--- src/rtl/scan_decoder.sv ---
// scan_decoder
//   Registered SEL_W-to-2**SEL_W one-hot decoder for display digit / LED
//   strobing. DIRECT mode registers the decode of an external select; SCAN
//   mode sweeps the asserted line across all outputs, advancing one line
//   every div+1 clocks.
//
// Ports
//   clk      system clock, rising edge
//   rst_n    synchronous active-low reset
//   en       1: decoder active; 0: all lines deasserted, idx/prescaler hold
//   scan     0: DIRECT mode; 1: SCAN mode
//   div      SCAN step divider (one step every div+1 clocks)
//   sel      DIRECT-mode select
//   dec_out  one-hot lines; inverted when ACTIVE_LOW != 0
//   idx      index of the currently asserted line
//   wrap     one-cycle pulse when the SCAN index wraps N-1 -> 0
module scan_decoder #(
  parameter int SEL_W      = 2,
  parameter int DIV_W      = 16,
  parameter int ACTIVE_LOW = 0
) (
  input  logic                    clk,
  input  logic                    rst_n,
  input  logic                    en,
  input  logic                    scan,
  input  logic [DIV_W-1:0]        div,
  input  logic [SEL_W-1:0]        sel,
  output logic [(2**SEL_W)-1:0]   dec_out,
  output logic [SEL_W-1:0]        idx,
  output logic                    wrap
);

  localparam int N = 2**SEL_W;

  // XOR mask applied at the output register; all-ones for active-low pins.
  localparam logic [N-1:0] OFF_PATTERN = (ACTIVE_LOW != 0) ? '1 : '0;

  typedef enum logic [1:0] {
    ST_IDLE,
    ST_DIRECT,
    ST_SCAN
  } state_t;

  state_t           state;
  state_t           state_nxt;
  logic [DIV_W-1:0] presc;
  logic [DIV_W-1:0] presc_nxt;
  logic [SEL_W-1:0] idx_nxt;
  logic             wrap_nxt;
  logic [N-1:0]     lines_nxt;

  // The mode for the coming edge is taken directly from en/scan; the
  // registered state only remembers whether we were already scanning, so the
  // first SCAN edge after entry restarts the prescaler instead of stepping.
  always_comb begin
    state_nxt = ST_IDLE;
    if (en) begin
      state_nxt = scan ? ST_SCAN : ST_DIRECT;
    end

    idx_nxt   = idx;
    presc_nxt = presc;
    wrap_nxt  = 1'b0;

    case (state_nxt)
      ST_IDLE: begin
        idx_nxt   = idx;
        presc_nxt = presc;
      end
      ST_DIRECT: begin
        idx_nxt   = sel;
        presc_nxt = '0;
      end
      ST_SCAN: begin
        if (state != ST_SCAN) begin
          presc_nxt = '0;
        end else if (presc >= div) begin
          // ">=" so that lowering div mid-count steps on the next edge
          // rather than running the prescaler all the way round.
          presc_nxt = '0;
          idx_nxt   = idx + 1'b1;
          wrap_nxt  = (idx == '1);
        end else begin
          presc_nxt = presc + 1'b1;
        end
      end
      default: begin
        idx_nxt   = idx;
        presc_nxt = presc;
      end
    endcase

    lines_nxt = '0;
    if (state_nxt != ST_IDLE) begin
      lines_nxt[idx_nxt] = 1'b1;
    end
  end

  always_ff @(posedge clk) begin
    if (!rst_n) begin
      state <= ST_IDLE;
    end else begin
      state <= state_nxt;
    end
  end

  // dec_out and idx are loaded from the same next-state values on the same
  // edge, so they always agree.
  always_ff @(posedge clk) begin
    if (!rst_n) begin
      idx     <= '0;
      presc   <= '0;
      wrap    <= 1'b0;
      dec_out <= OFF_PATTERN;
    end else begin
      idx     <= idx_nxt;
      presc   <= presc_nxt;
      wrap    <= wrap_nxt;
      dec_out <= lines_nxt ^ OFF_PATTERN;
    end
  end

endmodule

--- config.mk ---
export PLATFORM = sky130hd
export DESIGN_NAME = scan_decoder
export DESIGN_NICKNAME = d
export VERILOG_FILES = /design/src/rtl/scan_decoder.sv
export SDC_FILE = /design/constraint.sdc
export NUM_CORES = 1
export LEC_CHECK = 0
export BUFFER_PORTS_ARGS = -buffer_cell sky130_fd_sc_hd__buf_2
export CORE_MARGIN = 8
export CORE_UTILIZATION = 45
export DETAILED_ROUTE_END_ITERATION = 10
export GPL_TIMING_DRIVEN = 1
export PLACE_DENSITY = 0.75
export SYNTH_ARGS = -nofsm -noshare
export SYNTH_HDL_FRONTEND = slang
export SYNTH_SLANG_ARGS = --single-unit
--- constraint.sdc ---
create_clock -name clk -period 2.08 [get_ports clk]
set_input_delay 0.416 -clock clk [delete_from_list [all_inputs] [get_ports clk]]
set_output_delay 0.416 -clock clk [all_outputs]
set_load 0.01 [all_outputs]
## Yosys cells after proc, flatten, opt, wreduce, memory -nomap -nowiden

Cells that the tools add are included.

- Flip-flop bits (word level): 25
- Bits in latches: 0
- RAM bits: 0
- Bits in read-only memories: 0
- Input port bits: 22
- Output and inout bits: 7
- Word-level logic and storage cells: 32
- Memories: 0

- Add/subtract/negate cells: 2
- Multipliers: 0
- Divide/modulo/power cells: 0
- Order comparisons: 3
- Equality and inequality tests: 4
- Shift operators: 0
- Mux-type cells: 10
- Bitwise gates (word level): 3
- Reduce and logical (&&, ||, !) cells: 5

Operators with widths:

| kind | number |
|---|---|
| $mux W16 | 2 |
| $pmux W16 S2 | 1 |
| $add A16 B1 Y16 const B | 1 |
| $ge A16 B16 Y1 | 1 |
| $mux W2 | 4 |
| $eq A2 B2 Y1 const B | 2 |
| $pmux W2 S2 | 1 |
| $reduce_bool A2 Y1 | 2 |
| $reduce_or A4 Y1 | 1 |
| $lt A2 B3 Y1 const B | 1 |
| $not A1 Y1 | 3 |
| $add A2 B1 Y2 const B | 1 |
| $demux W1 S2 | 1 |
| $eq A2 B1 Y1 const B | 1 |
| $ge A2 B1 Y1 const B | 1 |
| $ne A2 B2 Y1 const B | 1 |
| $reduce_and A2 Y1 | 1 |
| $logic_and A1 B1 Y1 | 1 |
| $mux W1 | 1 |

## Logic depth before layout (Yosys ltp)

- Depth in word-level cells: 8
- Depth in mapped cells: 8
- Mapped depth without buffers: 7

## Worst setup path after synthesis

No wires, ideal clock.

- Kind: input to register
- Start point: input port div[11]
- End point: register presc[7]
- Library setup time: 0.074 ns
- Data arrival time: 2.130 ns
- Required time: 2.006 ns
- Setup slack: -0.124 ns
- Stages on the path: 8
- Buffers on the path: 1
- Path through: inv_1 > ha_1 > and2_1 > a221o_1 > a2111oi_4 > buf_6 > nand3_1 > a31oi_1

- Longest elaborated chain between the ends: 4

RTL lines:

| element | line | RTL |
|---|---|---|
| start: declaration | 26 | `input logic [DIV_W-1:0] div,` |
| $ge A16 B16 Y1 | 77 | `end else if (presc >= div) begin` |
| $mux W16 | 77 |  |
| $mux W16 | 75 | `if (state != ST_SCAN) begin` |
| $pmux W16 S2 | 65 | `case (state_nxt)` |
| end signal: assignment | 117 | `presc <= presc_nxt;` |
| end: declaration | 46 | `logic [DIV_W-1:0] presc;` |

No other way between the ends.
A chain may end at the register's enable or synchronous reset.

## Worst setup path in the final report

- Start point: register presc[11]
- End point: register presc[5]

- Longest elaborated chain between the ends: 4

RTL lines:

| element | line |
|---|---|
| $ge A16 B16 Y1 | 77 |
| $mux W16 | 77 |
| $mux W16 | 75 |
| $pmux W16 S2 | 65 |

No other way between the ends.

==> summary.md <==
| Metric | Value |
|---|---|
| FP Rows | `23` |
| Non-filler cells, final | `325` |
| Cell taking the most area after synthesis | `dfxtp_1` |
| Skew final | `0.00243 ns` |
| Worst path depth | `8` |
| Slew at the pin closest to its max-slew limit | `0.618 ns` |
| Final #Nets | `316` |
| Switching pwr | `242 uW` |
| IO Pins | `29` |
| PwrDens | `393 nW/um^2` |
| CP top delay family | `compound AO/OA/AOI/OAI gates` |
| DR vias | `1832` |
| Dominant cells by area after synthesis | `dfxtp_1 (28%), ha_1 (13%), nand2_1 (4.7%)` |
| Final setup viols | `2` |
| Setup ws final | `-0.0346 ns` |
| Failing checks | `setup timing` |
| Internal | `680 uW` |
| Seq pwr share | `a little over half` |
| H-Tree Depth | `1` |
| Worst-Skew Late Latency | `0.27 ns` |
| Hold Slack | `0.408 ns` |
| Share of post-route cells with drive strength above 1 | `about a third` |
| P&R area growth vs syn | `32.5%` |
| Status | `finished with violations` |
| Routed len/inst | `14.5 um` |
| FFs w/ async S/R, synth | `0%` |
| Placed Cells | `319` |
| Number of global-route vias before repair | `1725` |
| Syn nets | `approximately 260` |
| Avg Vias per Cell | `5.64` |
| Largest net degree at the start of global routing | `15` |
| Relative slew slack | `58.6%` |
| Residual DRC | `0` |
| TritonCTS clock tree | `done` |
| Ant diodes | `0` |
| Final Max Slew Viols | `0` |
| Seq/Total Area, Yosys | `28.2%` |
| Area of the die | `6200 sq um` |
| Reg2reg end | `presc[5]$_SDFFE_PN0N_` |
| Port-buffer cells | `28` |
| CTS root buf | `clkbuf_8` |
| TritonCTS buffer count | `3` |
| Initial Util | `a little under half` |
| Clk slew on worst S/H paths | `approximately 0.090 ns` |
| Fmax | `473 MHz` |
| R2R Path Start | `presc[11]$_SDFFE_PN0N_` |
| Synth Register Bits | `25` |
| Hold Path Class | `input pin to flip-flop` |
| Slowest stage delay, CP | `0.39 ns` |
| Slowest cell on crit path | `a221o_1` |
| Cells on worst reg2reg path | `8` |
| Combinational Power Share | `14.8%` |
| Width of the die | `78.8 um` |
| Clk sinks | `25` |
| Maxcap violations | `0` |
| Number of cells produced by synthesis | `215` |
| CP required | `2.27 ns` |
| Fill cell count | `360` |
| Critical Path Source Type | `flip-flop` |
| Hold Vio Cnt, Final | `0` |
| Leakage | `0.00105 uW` |
| Initial DRC Count | `approximately 130` |
| Max IR drop VDD | `195 uV` |
| RSZ-0062 raised after global routing | `true` |
| Crit path capture type | `flip-flop` |
| Clock power share | `32.2%` |
| Startpoint of the worst hold path | `scan` |
| Sw Share | `26.3%` |
| Syn_area_per_cell | `8.25 sq um` |
| First-pass GRT wire length | `7840 um` |
| Top_reg_cell synth | `dfxtp_1` |
| Synth top area share | `~28%` |
| R2R Setup Slk | `-0.03 ns` |
| Fin crit period | `2.11 ns` |
| Period utilization | `102%` |
| Ys Warns | `0` |
| Hold path depth | `2` |
| Drt pass-1 iters | `4` |
| CTS max path bufs | `2` |
| Overflow after GRT | `0` |
| GRT Total Usage | `15.0%` |
| Initial antenna violation count | `0` |
| Die height | `78.8 um` |
| Final ANT Viol Nets | `0` |
| Post-synthesis instance area | `approximately 1800 sq um` |
| CP Max Fanout | `4` |
| Crit Path Class | `flip-flop to flip-flop` |
| Setup TNS | `-0.0433 ns` |
| Unique cell type count in the Yosys netlist | `50` |
| Crit path buf inv count | `2` |
| Final WL | `4720 um` |
| Gpl congestion | `roughly 0.9` |
| Cell-by-cell trace of the critical path | `ha_4 -> and2_4 -> a221o_1 -> a2111oi_4 -> buf_4 -> buf_6 -> a31oi_1 -> a31oi_1` |
| CTS Hold Bufs | `0` |
| Data arrival, critical path | `2.31 ns` |
| Number of synthesized flops with an enable pin | `0` |
| Core footprint | `between 3000 and 4000 sq um` |
| Tot Pwr | `~920 uW` |
| Detailed Place HPWL | `3480 um` |
| CP dominant cell by count | `a31oi_1` |
| WHS Endpoint | `state[0]$_SDFF_PN0_` |
[worst register-to-register path, delay by kind of cell (launching register included)]
family / cells / cell delay (ns)
compound gates: 4 / 1.01
fa+ha+maj: 1 / 0.20
buf+inv: 2 / 0.31
flops: 1 / 0.36
simple gates: 1 / 0.15
[worst max path at each step]
stage	end	slack, ns	from
global placement	presc[8]$_SDFFE_PN0N_	-0.18	div[10]
global route	presc[5]$_SDFFE_PN0N_	-0.12	presc[11]$_SDFFE_PN0N_
detailed placement	presc[8]$_SDFFE_PN0N_	-0.22	div[10]
floorplan	presc[15]$_SDFFE_PN0N_	0.02	div[14]
CTS	presc[8]$_SDFFE_PN0N_	-0.03	presc[9]$_SDFFE_PN0N_
finish	presc[5]$_SDFFE_PN0N_	-0.03	presc[11]$_SDFFE_PN0N_
[cell families after synthesis]
| group | count (synthesis) | share of synthesized area, % |
|---|---|---|
| flip-flops | 25 | 28.2 |
| XOR/XNOR | 2 | 0.988 |
| AO/OA/AOI/OAI | 56 | 24.1 |
| AND/OR/NAND/NOR | 85 | 26.3 |
| buffers and inverters | 27 | 6.35 |
| multiplexers | 2 | 1.27 |
| adder cells (fa/ha/maj) | 18 | 12.7 |
[cell type report]
cell class,count,area (sq um),area share (%)
multi-input combinational,163,1260,53.5
sequential,25,505,21.5
timing repair buffer,61,395,16.8
inverter,22,82.6,3.51
tap,50,62.6,2.66
clock buffer,3,41.3,1.76
clock inverter,1,5.00,0.213
[cell usage after synthesis (6+ instances only)]
cell type,count
dfxtp_1,25
o211ai_1,6
inv_1,21
nand2_1,22
a31oi_1,8
ha_1,18
a21oi_1,8
o21ai_0,7
nand3_1,13
nand4_1,8
[layout by cell type, fill, tap and decap left out, types with 5 or more instances in the layout]
cell type | Yosys | routed
inv_1 | 21 | 18
a21oi_1 | 8 | 8
dfxtp_1 | 25 | 21
nor2_1 | 5 | 5
a31oi_1 | 8 | 7
o211ai_1 | 6 | 6
and3_1 | 5 | 5
buf_2 | 3 | 28
nand4_1 | 8 | 8
nor4_1 | 5 | 5
ha_1 | 18 | 15
buf_4 | 0 | 31
nand2_1 | 22 | 22
nand3_1 | 13 | 13
o21ai_0 | 7 | 5
[power groups by stage]
| stage | logic (uW) | registers [uW] | clock network, uW |
|---|---|---|---|
| after CTS | 131 | 489 | 306 |
| after global routing | 153 | 490 | 331 |
| after floorplan | 72.5 | 502 | 0 |
| after global placement | 124 | 500 | 0 |
| after detailed placement | 126 | 500 | 0 |
| final | 137 | 489 | 297 |
[metal layers]
| metal | share of wire, % | GRT usage (%) |
|---|---|---|
| met1 | 45 | 20.3 |
| met2 | 48 | 23.9 |
| met3 | 5.6 | 2.26 |
| met4 | 1.4 | 5.00 |
| met5 | 0 | 0 |
[sequential cells by signal (all words and copies together) (netlist names)]
register,cells
idx,2
presc,16
state,2
wrap,1
dec_out,4
[what timing repair did]
item                                    in CTS  in global routing
endpoints found under the setup margin       9                 19
setup buffers                                1                  1
endpoints found under the hold margin        0                  0
pin swaps                                    6                  8
gates resized for setup                      5                  9
[metrics by stage]
step	worst slack [ns]	utilization, %	area (sq um)
floorplan	0.0211	-	1820
global placement	-0.176	57.3	2230
detailed placement	-0.225	57.3	2230
CTS	-0.0325	59.2	2300
global route	-0.121	60.5	2350
finish	-0.0346	60.5	2350
(Power assumes the default switching activity.)
